**src/rtl/sram_fifo_pkg.sv**
```systemverilog
// Shared sizing constants for the SRAM-backed FIFO controller and its output buffer.
package sram_fifo_pkg;

  localparam int DATA_WIDTH_DEF = 150;
  localparam int ADDR_WIDTH_DEF = 9;
  localparam int DEPTH_DEF      = 2 ** ADDR_WIDTH_DEF;
  localparam int OUTBUF_DEPTH   = 2;
  localparam int OB_LVL_W       = 2;

  typedef logic [OB_LVL_W-1:0] ob_level_t;

endpackage

```
**src/rtl/sram_fifo_outbuf.sv**
```systemverilog
// Two-entry valid/ready FIFO that holds words returned by the SRAM until the consumer takes them.
module sram_fifo_outbuf
  import sram_fifo_pkg::*;
#(
  parameter int DATA_WIDTH = DATA_WIDTH_DEF
) (
  input  logic                  clk,
  input  logic                  rst,
  input  logic                  push_valid,
  input  logic [DATA_WIDTH-1:0] push_data,
  input  logic                  pop_ready,
  output logic                  out_valid,
  output logic [DATA_WIDTH-1:0] out_data,
  output ob_level_t             level
);

  logic [DATA_WIDTH-1:0] mem_r [OUTBUF_DEPTH];
  logic                  head_r;
  logic                  tail_r;
  ob_level_t             level_r;
  logic                  pop_s;

  assign pop_s     = (level_r != 2'd0) && pop_ready;
  assign out_valid = (level_r != 2'd0);
  assign out_data  = mem_r[head_r];
  assign level     = level_r;

  // Storage, pointers and fill level; the controller never pushes into a full buffer.
  always_ff @(posedge clk or posedge rst) begin
    if (rst) begin
      for (int i = 0; i < OUTBUF_DEPTH; i++) begin
        mem_r[i] <= '0;
      end
      head_r  <= 1'b0;
      tail_r  <= 1'b0;
      level_r <= 2'd0;
    end else begin
      if (push_valid) begin
        mem_r[tail_r] <= push_data;
        tail_r        <= ~tail_r;
      end
      if (pop_s) begin
        head_r <= ~head_r;
      end
      case ({push_valid, pop_s})
        2'b10:   level_r <= level_r + 2'd1;
        2'b01:   level_r <= level_r - 2'd1;
        default: level_r <= level_r;
      endcase
    end
  end

endmodule

```
**src/rtl/sram_fifo_ctrl.sv**
```systemverilog
// FIFO controller driving one external single-port SRAM, with a small output buffer
// that hides the one-cycle SRAM read latency from the consumer.
module sram_fifo_ctrl
  import sram_fifo_pkg::*;
#(
  parameter int DATA_WIDTH = DATA_WIDTH_DEF,
  parameter int ADDR_WIDTH = ADDR_WIDTH_DEF
) (
  input  logic                  clk,
  input  logic                  rst,
  input  logic                  in_valid,
  output logic                  in_ready,
  input  logic [DATA_WIDTH-1:0] in_data,
  output logic                  out_valid,
  input  logic                  out_ready,
  output logic [DATA_WIDTH-1:0] out_data,
  output logic                  sram_csb,
  output logic                  sram_web,
  output logic [ADDR_WIDTH-1:0] sram_addr,
  output logic [DATA_WIDTH-1:0] sram_din,
  input  logic [DATA_WIDTH-1:0] sram_dout,
  output logic [ADDR_WIDTH:0]   count
);

  localparam logic [ADDR_WIDTH:0]   DEPTH_C = {1'b1, {ADDR_WIDTH{1'b0}}};
  localparam logic [ADDR_WIDTH:0]   CNT_ONE = {{ADDR_WIDTH{1'b0}}, 1'b1};
  localparam logic [ADDR_WIDTH-1:0] PTR_ONE = {{(ADDR_WIDTH-1){1'b0}}, 1'b1};

  logic [ADDR_WIDTH-1:0] wr_ptr_r;
  logic [ADDR_WIDTH-1:0] rd_ptr_r;
  logic [ADDR_WIDTH:0]   count_r;
  logic                  rd_pending_r;
  ob_level_t             ob_level_s;
  logic [2:0]            occupancy_s;
  logic                  rd_issue_s;
  logic                  in_ready_s;
  logic                  wr_en_s;

  // A read may only be issued when its returning word is guaranteed a buffer slot,
  // counting the read already in flight; out_ready is deliberately not consulted.
  assign occupancy_s = {1'b0, ob_level_s} + {2'b00, rd_pending_r};
  assign rd_issue_s  = (count_r != {(ADDR_WIDTH+1){1'b0}}) && (occupancy_s < 3'd2);
  assign in_ready_s  = !rst && (count_r < DEPTH_C) && !rd_issue_s;
  assign wr_en_s     = in_valid && in_ready_s;
  assign in_ready    = in_ready_s;
  assign count       = count_r;

  // SRAM port request: read wins, otherwise a write for an accepted word, otherwise idle.
  always_comb begin
    sram_csb  = 1'b1;
    sram_web  = 1'b1;
    sram_addr = {ADDR_WIDTH{1'b0}};
    sram_din  = {DATA_WIDTH{1'b0}};
    if (rd_issue_s) begin
      sram_csb  = 1'b0;
      sram_addr = rd_ptr_r;
    end else if (wr_en_s) begin
      sram_csb  = 1'b0;
      sram_web  = 1'b0;
      sram_addr = wr_ptr_r;
      sram_din  = in_data;
    end else begin
      sram_csb  = 1'b1;
      sram_web  = 1'b1;
    end
  end

  // Pointers wrap naturally at DEPTH; count tracks words resident in the SRAM only.
  always_ff @(posedge clk or posedge rst) begin
    if (rst) begin
      wr_ptr_r     <= {ADDR_WIDTH{1'b0}};
      rd_ptr_r     <= {ADDR_WIDTH{1'b0}};
      count_r      <= {(ADDR_WIDTH+1){1'b0}};
      rd_pending_r <= 1'b0;
    end else begin
      rd_pending_r <= rd_issue_s;
      if (wr_en_s) begin
        wr_ptr_r <= wr_ptr_r + PTR_ONE;
        count_r  <= count_r + CNT_ONE;
      end else if (rd_issue_s) begin
        rd_ptr_r <= rd_ptr_r + PTR_ONE;
        count_r  <= count_r - CNT_ONE;
      end
    end
  end

  sram_fifo_outbuf #(
    .DATA_WIDTH(DATA_WIDTH)
  ) u_outbuf (
    .clk       (clk),
    .rst       (rst),
    .push_valid(rd_pending_r),
    .push_data (sram_dout),
    .pop_ready (out_ready),
    .out_valid (out_valid),
    .out_data  (out_data),
    .level     (ob_level_s)
  );

endmodule

```
**config.mk**
```make
export PLATFORM = sky130hd
export DESIGN_NAME = sram_fifo_ctrl
export DESIGN_NICKNAME = d
export VERILOG_FILES = /design/src/rtl/sram_fifo_pkg.sv /design/src/rtl/sram_fifo_outbuf.sv /design/src/rtl/sram_fifo_ctrl.sv
export SDC_FILE = /design/constraint.sdc
export NUM_CORES = 1
export LEC_CHECK = 0
export CORE_AREA = 5 5 242 244
export CTS_CLUSTER_DIAMETER = 80
export DETAILED_ROUTE_END_ITERATION = 10
export DIE_AREA = 0 0 247 249
export PLACE_DENSITY_LB_ADDON = 0.3
export SETUP_SLACK_MARGIN = 0.1
export SLEW_MARGIN = 10
export SYNTH_ARGS = -nofsm -noshare
export SYNTH_HDL_FRONTEND = slang
export SYNTH_SLANG_ARGS = --single-unit
```
**constraint.sdc**
```tcl
create_clock -name clk -period 18.39 [get_ports clk]
set_input_delay 2.7585 -clock clk [delete_from_list [all_inputs] [get_ports clk]]
set_output_delay 2.7585 -clock clk [all_outputs]
set_load 0.02 [all_outputs]
```
==> insert_results.sql, run 1 <==
INSERT INTO impl_metrics (metric_group, metric, value, unit) VALUES
('worst_setup_path', 'timing.critical_path.arrival', '6.20', 'ns'),
('clocking', 'cts_root_buf', 'clkbuf_16', ''),
('clocking', 'clkLatencyLatePin', '0.53', 'ns'),
('global_route', 'globalRouteOverflowTotal', '0', ''),
('worst_setup_path', 'crit_path_start_kind', 'input pin', ''),
('synthesis', 'synthMuxAreaShare', '32.4', '%'),
('synthesis', 'synth-edff-count', '0', ''),
('route', 'drcViolationCount', '0', ''),
('timing', 'timing.final.ws_setup', '9.43', 'ns'),
('placement', 'placement.io_buffers', '626', ''),
('placement', 'detailed_place.area', '0.0227', 'mm^2'),
('global_route', 'grt_pass1_vias', '13013', ''),
('floorplanning', 'chipWidth', '247', 'um'),
('synthesis', 'yosys_most_used_dff', 'dfrtp_1', ''),
('floorplanning', 'floorplan.core_area', '0.0561', 'mm^2'),
('worst_setup_path', 'r2r_setup_slack', '14.42', 'ns'),
('synthesis', 'largest_family_of_logic_cells_by_synthesized_area', 'multiplexers', ''),
('timing', 'final.setup.tns', '0', 'ns'),
('power_and_ir_drop', 'power.ir.vdd_worst', '0.0937', 'mV'),
('worst_setup_path', 'critPathCaptureType', 'output pin', ''),
('cells_and_area', 'layout-drive-gt1-share', '30.2', '%'),
('global_route', 'grt_max_degree', '144', ''),
('synthesis', 'synth.distinct_cells', '38', ''),
('min_path', 'timing.hold.worst.class', 'reg2reg', ''),
('worst_setup_path', 'crit_start', 'rst', ''),
('timing', 'report.final.slew_viol_count', '0', ''),
('route', 'postRouteWirelength', '60.4', 'mm'),
('timing', 'setup_viol', '0', ''),
('clocking', 'clkSlewWorstSetupHoldPaths', '0.05', 'ns'),
('synthesis', 'synth_xor_xnor_area_share', '1.51', '%'),
('run', 'max-cap-violations', '0', ''),
('clocking', 'ctsHtreeMaxLevel', '2', ''),
('worst_setup_path', 'startpoint_of_the_worst_slack_reg_to_reg_timing_path', 'count[4]', ''),
('outcome', 'run_status', 'finished, final reports clean', ''),
('power_and_ir_drop', 'p_int', '2.89', 'mW'),
('synthesis', 'synth_warnings', '0', ''),
('synthesis', 'post_synth_and_or_nand_nor_area_fraction', '8.19', '%'),
('timing', 'fin_crit_sh', '48.7', '%'),
('timing', 'fin_skew', '0.0117', 'ns'),
('power_and_ir_drop', 'power.share.combinational', '52.7', '%'),
('synthesis', 'synth_compound_area_share', '1.62', '%'),
('power_and_ir_drop', 'total_power', '4.51', 'mW'),
('synthesis', 'syn-mean-instance-area', '13.7', 'um^2'),
('route', 'routedWlPerCell', '23.8', 'um'),
('clocking', 'tritoncts', 'built', ''),
('timing', 'worstMarginPinSlew', '1.02', 'ns'),
('worst_setup_path', 'critPathKind', 'in2out', ''),
('clocking', 'postCtsResizedCells', '0', ''),
('clocking', 'cts_num_sinks', '333', ''),
('route', 'detail_route.first_pass.iterations', '4', ''),
('worst_setup_path', 'cp_slowest_cell', 'buf_4', ''),
('cells_and_area', 'final_nets', '2068', ''),
('synthesis', 'post_synth_fa_ha_maj_area_fraction', '1.00', '%'),
('cells_and_area', 'post_layout_nonfiller_instances', '2543', ''),
('cells_and_area', 'final_std_cell_area_no_fill', '0.0241', 'mm^2'),
('route', 'detail-route-antenna-nets', '0', ''),
('worst_setup_path', 'critical_path_required', '15.63', 'ns'),
('cells_and_area', 'total_area_of_multi_input_combinational_cells', '0.00704', 'mm^2'),
('timing', 'timing.max_slew.rel_slack', '32.3', '%'),
('timing', 'period_needed', '8.96', 'ns'),
('floorplanning', 'ios', '627', ''),
('cells_and_area', 'register_area', '0.00834', 'mm^2'),
('worst_setup_path', 'crit_path_cell_trace', 'clkdlybuf4s50_1, nor2_1, nand2_1, nor2_4, buf_4, and2_1, clkdlybuf4s50_1', ''),
('cells_and_area', 'leading_cell_type_in_the_layout_fill_and_taps_excluded', 'clkdlybuf4s50_1', ''),
('timing', 'fmax', '112', 'MHz'),
('synthesis', 'syn-instance-count', '1146', ''),
('placement', 'placer_congestion', '0.978', ''),
('cells_and_area', 'area_growth', '53.3', '%'),
('route', 'viasPerCell', '4.58', ''),
('power_and_ir_drop', 'powerDensity', '187', 'mW/mm^2'),
('synthesis', 'synth_sequential_area_ratio', '53.1', '%');
kinds of logic after synthesis:
| family | Yosys count |
|---|---|
| flops | 333 |
| mux | 452 |
| xor+xnor | 27 |
| compound gates | 34 |
| fa+ha+maj | 12 |
| simple gates | 212 |
| buf+inv | 76 |
critical path, delay by kind of cell:
family | cells | cell delay (ns)
buffers and inverters | 3 | 2.01
AND/OR/NAND/NOR | 4 | 1.37
how the worst min path moves through the flow:
stage / start / end / slack [ns] / cells after the start
4_1_cts: rd_ptr_r[8] / rd_ptr_r[8] / 0.49 / 1
2_1_floorplan: rd_ptr_r[8] / rd_ptr_r[8] / 0.45 / 1
6_report: rd_ptr_r[8] / rd_ptr_r[8] / 0.48 / 1
5_1_grt: u_outbuf.mem_r[171] / u_outbuf.mem_r[171] / 0.51 / 1
3_5_place_dp: rd_ptr_r[8] / rd_ptr_r[8] / 0.48 / 1
3_3_place_gp: wr_ptr_r[8] / wr_ptr_r[8] / 0.47 / 1
power groups by stage:
stage                     Combinational, mW  Sequential, mW  Clock (mW)
final                                  2.38            1.32       0.810
after detailed placement               2.41            1.33           0
after floorplan                        1.49            1.26           0
after CTS                              2.42            1.32       0.838
after global routing                   2.54            1.37       0.869
after global placement                 2.39            1.30           0
registers in the layout (all words and copies together) (netlist names):
name / count
rd_ptr_r: 9
count: 10
rd_pending_r: 1
u_outbuf.tail_r: 1
u_outbuf.level: 2
u_outbuf.head_r: 1
u_outbuf.mem_r: 300
wr_ptr_r: 9
synth_stat cells (2+ instances only):
| master | instances | area share, % |
|---|---|---|
| mux2_2 | 452 | 32 |
| dfrtp_1 | 333 | 53 |
| and2_1 | 154 | 6.1 |
| buf_2 | 46 | 1.5 |
| nand2_1 | 20 | 0.48 |
| clkbuf_1 | 19 | 0.45 |
| xnor2_1 | 19 | 1.1 |
| ha_1 | 11 | 0.88 |
| a22o_1 | 9 | 0.50 |
| nand3_1 | 8 | 0.25 |
| xor2_1 | 8 | 0.45 |
| a21oi_1 | 7 | 0.22 |
| nand4_1 | 7 | 0.28 |
| o21ai_0 | 6 | 0.19 |
| buf_1 | 5 | 0.12 |
| a21o_1 | 4 | 0.19 |
| and3_1 | 4 | 0.16 |
| inv_1 | 4 | 0.096 |
| nor2_1 | 4 | 0.096 |
| nor3_1 | 4 | 0.13 |
| and4_1 | 2 | 0.11 |
| o21a_1 | 2 | 0.096 |
| o31ai_1 | 2 | 0.096 |
| or2_2 | 2 | 0.080 |
final cells by class:
cell class	count	share of cell area (%)
inverters	5	0.109
clock inverters	12	0.795
repair buffers	635	26.4
multi-input cells	737	29.2
diodes	10	0.104
well taps	756	3.93
clock buffers	55	4.81
flip-flops and latches	333	34.6
per-layer routing:
layer  wire length, um  track usage, %
met1             19300            17.8
met3              5580            7.86
met5                89               0
met4              3350            9.34
met2             32200            35.1
per-stage QoR:
step                util [%]  hold WS [ns]
floorplan                  -         0.446
global placement        40.5         0.467
detailed placement      40.5         0.475
CTS                     42.9         0.486
global route            42.9         0.509
finish                  42.9         0.483
(Power assumes the default switching activity.)
==> run 2: changes to the inputs <==
==> constraint.sdc (replaced) <==
create_clock -name clk -period 9.3 [get_ports clk]
set_input_delay 1.395 -clock clk [delete_from_list [all_inputs] [get_ports clk]]
set_output_delay 1.395 -clock clk [all_outputs]
set_load 0.02 [all_outputs]
==> run 2 against run 1 <==
  * Setup slack worse by 5.7 ns
  * Design area is 0.14% lower
  * Critical path type unchanged
  * Combinational power grew 100%
  * Clock skew is 0.0092 ns higher
==> insert_results.sql, run 2 (same netlist as run 1, synthesis figures left out) <==
INSERT INTO impl_metrics (metric_group, metric, value, unit) VALUES
('power_and_ir_drop', 'static-leakage-power', '9.66', 'nW'),
('floorplanning', 'floorplan.core_area', '0.0561', 'mm^2'),
('clocking', 'cts_hold_repair.buffers', '0', ''),
('power_and_ir_drop', 'power.switching', '3.23', 'mW'),
('timing', 'final.setup.tns', '0', 'ns'),
('timing', 'timing.max_slew.rel_slack', '28.7', '%'),
('outcome', 'run_status', 'finished, final reports clean', ''),
('power_and_ir_drop', 'switching_share', '36.3', '%'),
('placement', 'numPlacedInstances', '2467', ''),
('global_route', 'grtUsageTotal', '19.4', '%'),
('clocking', 'cts_root_buf', 'clkbuf_16', ''),
('power_and_ir_drop', 'powerDensity', '371', 'mW/mm^2'),
('timing', 'report.final.slew_viol_count', '0', ''),
('min_path', 'min_delay_path_depth', '1', ''),
('timing', 'fin_skew', '0.0208', 'ns'),
('placement', 'placer_congestion', '1.15', ''),
('timing', 'hold_ws', '0.480', 'ns'),
('clocking', 'clockBufferDepth', '3', ''),
('cells_and_area', 'layout-drive-gt1-share', '29.8', '%'),
('global_route', 'grt_max_degree', '162', ''),
('placement', 'dpl_worst_slack', '3.65', 'ns'),
('worst_setup_path', 'crit_path_max_incr_delay', '0.66', 'ns'),
('power_and_ir_drop', 'power.share.combinational', '53.3', '%'),
('placement', 'dp_hpwl', '48.6', 'mm'),
('route', 'detail-route-antenna-nets', '0', ''),
('clocking', 'post-cts-setup-buffers', '0', ''),
('worst_setup_path', 'crit_path_start_kind', 'input pin', ''),
('worst_setup_path', 'startpoint_of_the_worst_slack_reg_to_reg_timing_path', 'count[9]', ''),
('worst_setup_path', 'timing.critical_path.mode_cell', 'clkdlybuf4s50_1', ''),
('global_route', 'grt_pass1_wl', '88.3', 'mm'),
('clocking', 'postCtsResizedCells', '0', ''),
('route', 'first_iter_violations', '459', ''),
('power_and_ir_drop', 'p_int', '5.68', 'mW'),
('route', 'viasPerCell', '4.52', ''),
('min_path', 'timing.hold.worst.class', 'reg2reg', ''),
('worst_setup_path', 'critical_path_required', '7.91', 'ns'),
('placement', 'detailed_place.area', '0.0227', 'mm^2'),
('cells_and_area', 'final_std_cell_area_no_fill', '0.0240', 'mm^2'),
('timing', 'number_of_hold_violations_in_the_final_report', '0', ''),
('min_path', 'worst_hold_path.endpoint', 'wr_ptr_r[8]', ''),
('worst_setup_path', 'count_of_cells_along_the_worst_register_to_register_path', '10', ''),
('route', 'postRouteWirelength', '61.6', 'mm'),
('global_route', 'grt_pass1_vias', '12781', ''),
('worst_setup_path', 'timing.critical_path.arrival', '4.20', 'ns'),
('worst_setup_path', 'critPathKind', 'in2out', ''),
('run', 'max-cap-violations', '0', ''),
('timing', 'setup_viol', '0', ''),
('route', 'detail_route.first_pass.iterations', '4', ''),
('route', 'drcViolationCount', '0', ''),
('worst_setup_path', 'worstPathMaxFanout', '98', ''),
('floorplanning', 'die_ar', '0.0615', 'mm^2'),
('timing', 'grt_setup_unrepaired', 'false', ''),
('floorplanning', 'chipWidth', '247', 'um'),
('worst_setup_path', 'crit_path_cell_trace', 'clkdlybuf4s50_1, nor2_1, nand2_1, nor2_4, buf_4, and2_1, clkdlybuf4s50_1', ''),
('timing', 'worstMarginPinSlew', '1.07', 'ns'),
('route', 'num_vias', '11513', ''),
('clocking', 'numCtsBuffers', '40', ''),
('floorplanning', 'start_util', '28.0', '%'),
('timing', 'timing.final.ws_setup', '3.71', 'ns'),
('worst_setup_path', 'critPathCaptureType', 'output pin', ''),
('worst_setup_path', 'worstPathBufferInverterCount', '3', ''),
('cells_and_area', 'final_nets', '2069', ''),
('cells_and_area', 'most-common-layout-cells', '626 x clkdlybuf4s50_1, 452 x mux2_2, 332 x dfrtp_1', ''),
('global_route', 'globalRouteOverflowTotal', '0', ''),
('clocking', 'clkSlewWorstSetupHoldPaths', '0.05', 'ns'),
('min_path', 'worst_hold_startpoint', 'wr_ptr_r[8]', ''),
('clocking', 'tritoncts', 'built', ''),
('power_and_ir_drop', 'total_power', '8.91', 'mW'),
('clocking', 'cts_num_sinks', '333', ''),
('cells_and_area', 'max_flop_register', 'u_outbuf.mem_r', ''),
('route', 'routedWlPerCell', '24.2', 'um'),
('floorplanning', 'ios', '627', ''),
('timing', 'fin_crit_sh', '60.1', '%'),
('worst_setup_path', 'cp_slowest_cell', 'clkdlybuf4s50_1', ''),
('power_and_ir_drop', 'clock_power_share', '17.4', '%'),
('worst_setup_path', 'reg2reg_to', 'count[9]', ''),
('cells_and_area', 'post_layout_nonfiller_instances', '2546', ''),
('floorplanning', 'core.rowCount', '87', ''),
('clocking', 'ctsHtreeMaxLevel', '2', ''),
('power_and_ir_drop', 'power.ir.vdd_worst', '0.152', 'mV'),
('cells_and_area', 'area_growth', '53.1', '%'),
('floorplanning', 'chipHeight', '249', 'um'),
('timing', 'period_needed', '5.59', 'ns'),
('placement', 'placement.io_buffers', '626', ''),
('global_route', 'antenna_found_initial', '16', ''),
('timing', 'fmax', '179', 'MHz'),
('worst_setup_path', 'r2r_setup_slack', '5.72', 'ns'),
('cells_and_area', 'leading_cell_type_in_the_layout_fill_and_taps_excluded', 'clkdlybuf4s50_1', ''),
('cells_and_area', 'largest_register_ffs', '300', ''),
('worst_setup_path', 'cp_delay_by_family_top', 'buffers and inverters', ''),
('cells_and_area', 'number_of_fill_cells_in_the_layout', '5253', ''),
('power_and_ir_drop', 'seqPwrFrac', '29.4', '%'),
('cells_and_area', 'postLayoutCoreUtil', '42.9', '%'),
('clocking', 'clkLatencyLatePin', '0.54', 'ns');
## run 2: cell types whose count changed in the layout (fill, tap and decap cells not counted), sizes merged
cell	before	now
inv	6	5
bufinv	5	4
buf	9	10
clkinv	5	4
diode	10	9
clkbuf	55	61
## run 2: cell type report
class / count / area, um^2 / area share, %
Tap cell: 756 / 946 / 3.94
Clock inverter: 9 / 151 / 0.630
Sequential cell: 333 / 8340 / 34.7
Clock buffer: 61 / 1150 / 4.79
Timing Repair Buffer: 636 / 6370 / 26.5
Inverter: 5 / 22.5 / 0.0937
Antenna cell: 9 / 22.5 / 0.0937
Multi-Input combinational cell: 737 / 7040 / 29.3
## run 2: power groups by stage
stage | registers, mW | clock network (mW) | logic (mW)
global placement | 2.58 | 0 | 4.77
floorplan | 2.50 | 0 | 2.95
finish | 2.62 | 1.55 | 4.75
global route | 2.72 | 1.68 | 5.06
CTS | 2.62 | 1.62 | 4.85
detailed placement | 2.64 | 0 | 4.82
## run 2: layer usage
metal | GRT usage, % | wire length [um] | up-vias
met5 | 0 | 102 | -
met4 | 7.64 | 2730 | 14
met3 | 7.99 | 5510 | 99
met2 | 35.7 | 32700 | 408
met1 | 19.1 | 20600 | 5753
li1 | - | - | 5239
## run 2: how the worst max path moves through the flow
stage / startpoint / end / slack [ns] / depth (start not counted)
3_5_place_dp: rst / sram_din[137] / 3.65 / 7
6_report: rst / sram_din[123] / 3.71 / 7
4_1_cts: rst / sram_din[137] / 3.65 / 7
2_1_floorplan: rst / count[0] / 3.46 / 1
5_1_grt: rst / sram_din[127] / 3.51 / 7
3_3_place_gp: rst / sram_din[136] / 3.68 / 7
==> run 3: changes to the inputs <==
--- a/config.mk
+++ b/config.mk
@@ -5,10 +5,10 @@
 export SDC_FILE = /design/constraint.sdc
 export NUM_CORES = 1
 export LEC_CHECK = 0
-export CORE_AREA = 5 5 242 244
+export CORE_AREA = 5 5 243 245
 export CTS_CLUSTER_DIAMETER = 80
 export DETAILED_ROUTE_END_ITERATION = 10
-export DIE_AREA = 0 0 247 249
+export DIE_AREA = 0 0 248 250
 export PLACE_DENSITY_LB_ADDON = 0.3
 export SETUP_SLACK_MARGIN = 0.1
 export SLEW_MARGIN = 10
==> constraint.sdc (replaced) <==
create_clock -name clk -period 5 [get_ports clk]
set_input_delay 0.75 -clock clk [delete_from_list [all_inputs] [get_ports clk]]
set_output_delay 0.75 -clock clk [all_outputs]
set_load 0.02 [all_outputs]
==> run 3 against run 2 <==
  * Hold slack gained 0.0042 ns
  * Count of clock-buffer cells in the layout is 2 lower
  * Wire length increased by 4.2%
  * Via count up 1.6%
  * Total power is 85% higher
  * Setup slack worse by 3.1 ns
  * Clock skew shrank 0.0070 ns
  * Sequential cell count unchanged
  * Largest cell class unchanged
  * Highest routed layer unchanged
==> insert_results.sql, run 3 (same netlist as run 1, synthesis figures left out) <==
INSERT INTO impl_metrics (metric_group, metric, value, unit) VALUES
('cells_and_area', 'leading_cell_type_in_the_layout_fill_and_taps_excluded', 'clkdlybuf4s50_1', ''),
('clocking', 'post-cts-setup-buffers', '0', ''),
('route', 'detail_route.first_pass.iterations', '4', ''),
('clocking', 'clkLatencyLatePin', '0.54', 'ns'),
('global_route', 'grtUsageTotal', '20.0', '%'),
('global_route', 'grt_pass1_vias', '12891', ''),
('min_path', 'worst_hold_path.endpoint', 'rd_ptr_r[8]', ''),
('floorplanning', 'chipHeight', '250', 'um'),
('timing', 'fin_crit_sh', '88.5', '%'),
('power_and_ir_drop', 'powerDensity', '683', 'mW/mm^2'),
('worst_setup_path', 'worstPathBufferInverterCount', '3', ''),
('cells_and_area', 'final_nets', '2073', ''),
('cells_and_area', 'max_flop_register', 'u_outbuf.mem_r', ''),
('floorplanning', 'chipWidth', '248', 'um'),
('power_and_ir_drop', 'total_power', '16.5', 'mW'),
('cells_and_area', 'most-common-layout-cells', '626 x clkdlybuf4s50_1, 452 x mux2_2, 332 x dfrtp_1', ''),
('worst_setup_path', 'timing.critical_path.arrival', '3.68', 'ns'),
('placement', 'detailed_place.area', '0.0228', 'mm^2'),
('outcome', 'run_status', 'finished, final reports clean', ''),
('global_route', 'grt_max_degree', '126', ''),
('power_and_ir_drop', 'power.share.combinational', '54.1', '%'),
('clocking', 'tritoncts', 'built', ''),
('route', 'first_iter_violations', '458', ''),
('worst_setup_path', 'cp_slowest_cell', 'clkdlybuf4s50_1', ''),
('route', 'postRouteWirelength', '64.2', 'mm'),
('power_and_ir_drop', 'power.ir.vdd_worst', '0.291', 'mV'),
('worst_setup_path', 'crit_path_start_kind', 'flip-flop', ''),
('route', 'num_vias', '11694', ''),
('worst_setup_path', 'cp_delay_by_family_top', 'buffers and inverters', ''),
('power_and_ir_drop', 'switching_share', '36.5', '%'),
('clocking', 'clkSlewWorstSetupHoldPaths', '0.06', 'ns'),
('worst_setup_path', 'worstPathMaxFanout', '76', ''),
('clocking', 'numCtsBuffers', '39', ''),
('timing', 'report.final.slew_viol_count', '0', ''),
('floorplanning', 'die_ar', '0.0620', 'mm^2'),
('worst_setup_path', 'timing.critical_path.mode_cell', 'buf_12', ''),
('worst_setup_path', 'critical_path_required', '4.25', 'ns'),
('route', 'detail-route-antenna-nets', '0', ''),
('min_path', 'min_delay_path_depth', '1', ''),
('global_route', 'grt_pass1_wl', '90.3', 'mm'),
('cells_and_area', 'area_growth', '53.8', '%'),
('timing', 'fin_skew', '0.0138', 'ns'),
('timing', 'period_needed', '4.43', 'ns'),
('cells_and_area', 'largest_register_ffs', '300', ''),
('timing', 'number_of_hold_violations_in_the_final_report', '0', ''),
('placement', 'placer_congestion', '1.04', ''),
('floorplanning', 'floorplan.core_area', '0.0569', 'mm^2'),
('timing', 'fmax', '226', 'MHz'),
('timing', 'setup_viol', '0', ''),
('cells_and_area', 'layout-drive-gt1-share', '30.5', '%'),
('worst_setup_path', 'crit_path_max_incr_delay', '0.61', 'ns'),
('clocking', 'ctsHtreeMaxLevel', '2', ''),
('run', 'max-cap-violations', '0', ''),
('worst_setup_path', 'critPathCaptureType', 'output pin', ''),
('route', 'viasPerCell', '4.56', ''),
('cells_and_area', 'final_std_cell_area_no_fill', '0.0242', 'mm^2'),
('floorplanning', 'ios', '627', ''),
('timing', 'grt_setup_unrepaired', 'false', ''),
('timing', 'timing.max_slew.rel_slack', '48.2', '%'),
('global_route', 'globalRouteOverflowTotal', '0', ''),
('power_and_ir_drop', 'seqPwrFrac', '29.1', '%'),
('worst_setup_path', 'count_of_cells_along_the_worst_register_to_register_path', '10', ''),
('power_and_ir_drop', 'static-leakage-power', '9.72', 'nW'),
('worst_setup_path', 'reg2reg_to', 'count[9]', ''),
('placement', 'dp_hpwl', '50.8', 'mm'),
('placement', 'placement.io_buffers', '626', ''),
('worst_setup_path', 'startpoint_of_the_worst_slack_reg_to_reg_timing_path', 'count[6]', ''),
('floorplanning', 'start_util', '27.6', '%'),
('power_and_ir_drop', 'p_int', '10.5', 'mW'),
('worst_setup_path', 'crit_path_cell_trace', 'nor4_2, a31oi_4, nor2_4, buf_12, buf_12, and2_1, clkdlybuf4s50_1', ''),
('clocking', 'clockBufferDepth', '3', ''),
('timing', 'worstMarginPinSlew', '0.777', 'ns'),
('route', 'routedWlPerCell', '25.0', 'um'),
('worst_setup_path', 'r2r_setup_slack', '1.38', 'ns'),
('worst_setup_path', 'critPathKind', 'reg2out', ''),
('clocking', 'cts_hold_repair.buffers', '0', ''),
('floorplanning', 'core.rowCount', '88', ''),
('clocking', 'cts_root_buf', 'clkbuf_16', ''),
('clocking', 'cts_num_sinks', '333', ''),
('min_path', 'timing.hold.worst.class', 'reg2reg', ''),
('route', 'drcViolationCount', '0', ''),
('power_and_ir_drop', 'power.switching', '6.02', 'mW'),
('power_and_ir_drop', 'clock_power_share', '16.8', '%'),
('global_route', 'antenna_found_initial', '24', ''),
('clocking', 'postCtsResizedCells', '0', ''),
('min_path', 'worst_hold_startpoint', 'rd_ptr_r[8]', '');
run 3: power by group through the flow:
stage	combinational (mW)	clock, mW	sequential, mW
3_5_place_dp	9.03	0	4.84
6_report	8.92	2.78	4.79
5_1_grt	9.49	3.00	4.95
2_1_floorplan	5.50	0	4.65
3_3_place_gp	8.96	0	4.73
4_1_cts	9.08	2.89	4.79
run 3: metal layers:
metal  vias to the layer above  wire length (um)  global-route usage (%)  part of all wire [%]
li1                       5255                 -                       -                     -
met4                         8              4670                    11.9                   7.3
met1                      5838             19500                    17.9                    30
met5                         -                55                       0                 0.086
met3                       139              5970                    8.39                   9.3
met2                       454             34000                    36.9                    53
run 3: layout make-up:
| type | count | area [um^2] |
|---|---|---|
| clock buffers | 59 | 1180 |
| flip-flops and latches | 333 | 8340 |
| well taps | 765 | 957 |
| diodes | 13 | 32.5 |
| clock inverters | 13 | 93.8 |
| multi-input cells | 737 | 7040 |
| fillers | 5324 | 32800 |
| repair buffers | 641 | 6490 |
| inverters | 5 | 22.5 |
run 3: stage by stage:
step / utilization (%) / TNS, ns / hold WS [ns] / setup slack (ns) / std cells
finish: 42.4 / 0 / 0.484 / 0.573 / 2566
global route: 42.4 / 0 / 0.511 / 0.392 / 2563
CTS: 42.4 / 0 / 0.486 / 0.545 / 2553
detailed placement: 40.1 / 0 / 0.475 / 0.845 / 2481
global placement: 40.1 / 0 / 0.471 / 0.934 / 2481
floorplan: - / -66.14 / 0.446 / -0.199 / 1146
run 3: how the worst max path moves through the flow:
stage,from,to,slack (ns),depth (start not counted)
final,count[6],sram_din[89],0.57,7
after global routing,count[6],sram_din[85],0.39,7
after CTS,count[6],sram_din[14],0.55,7
after detailed placement,rst,sram_din[14],0.84,8
after global placement,rst,sram_din[15],0.93,8
after floorplan,rst,count[0],-0.20,1
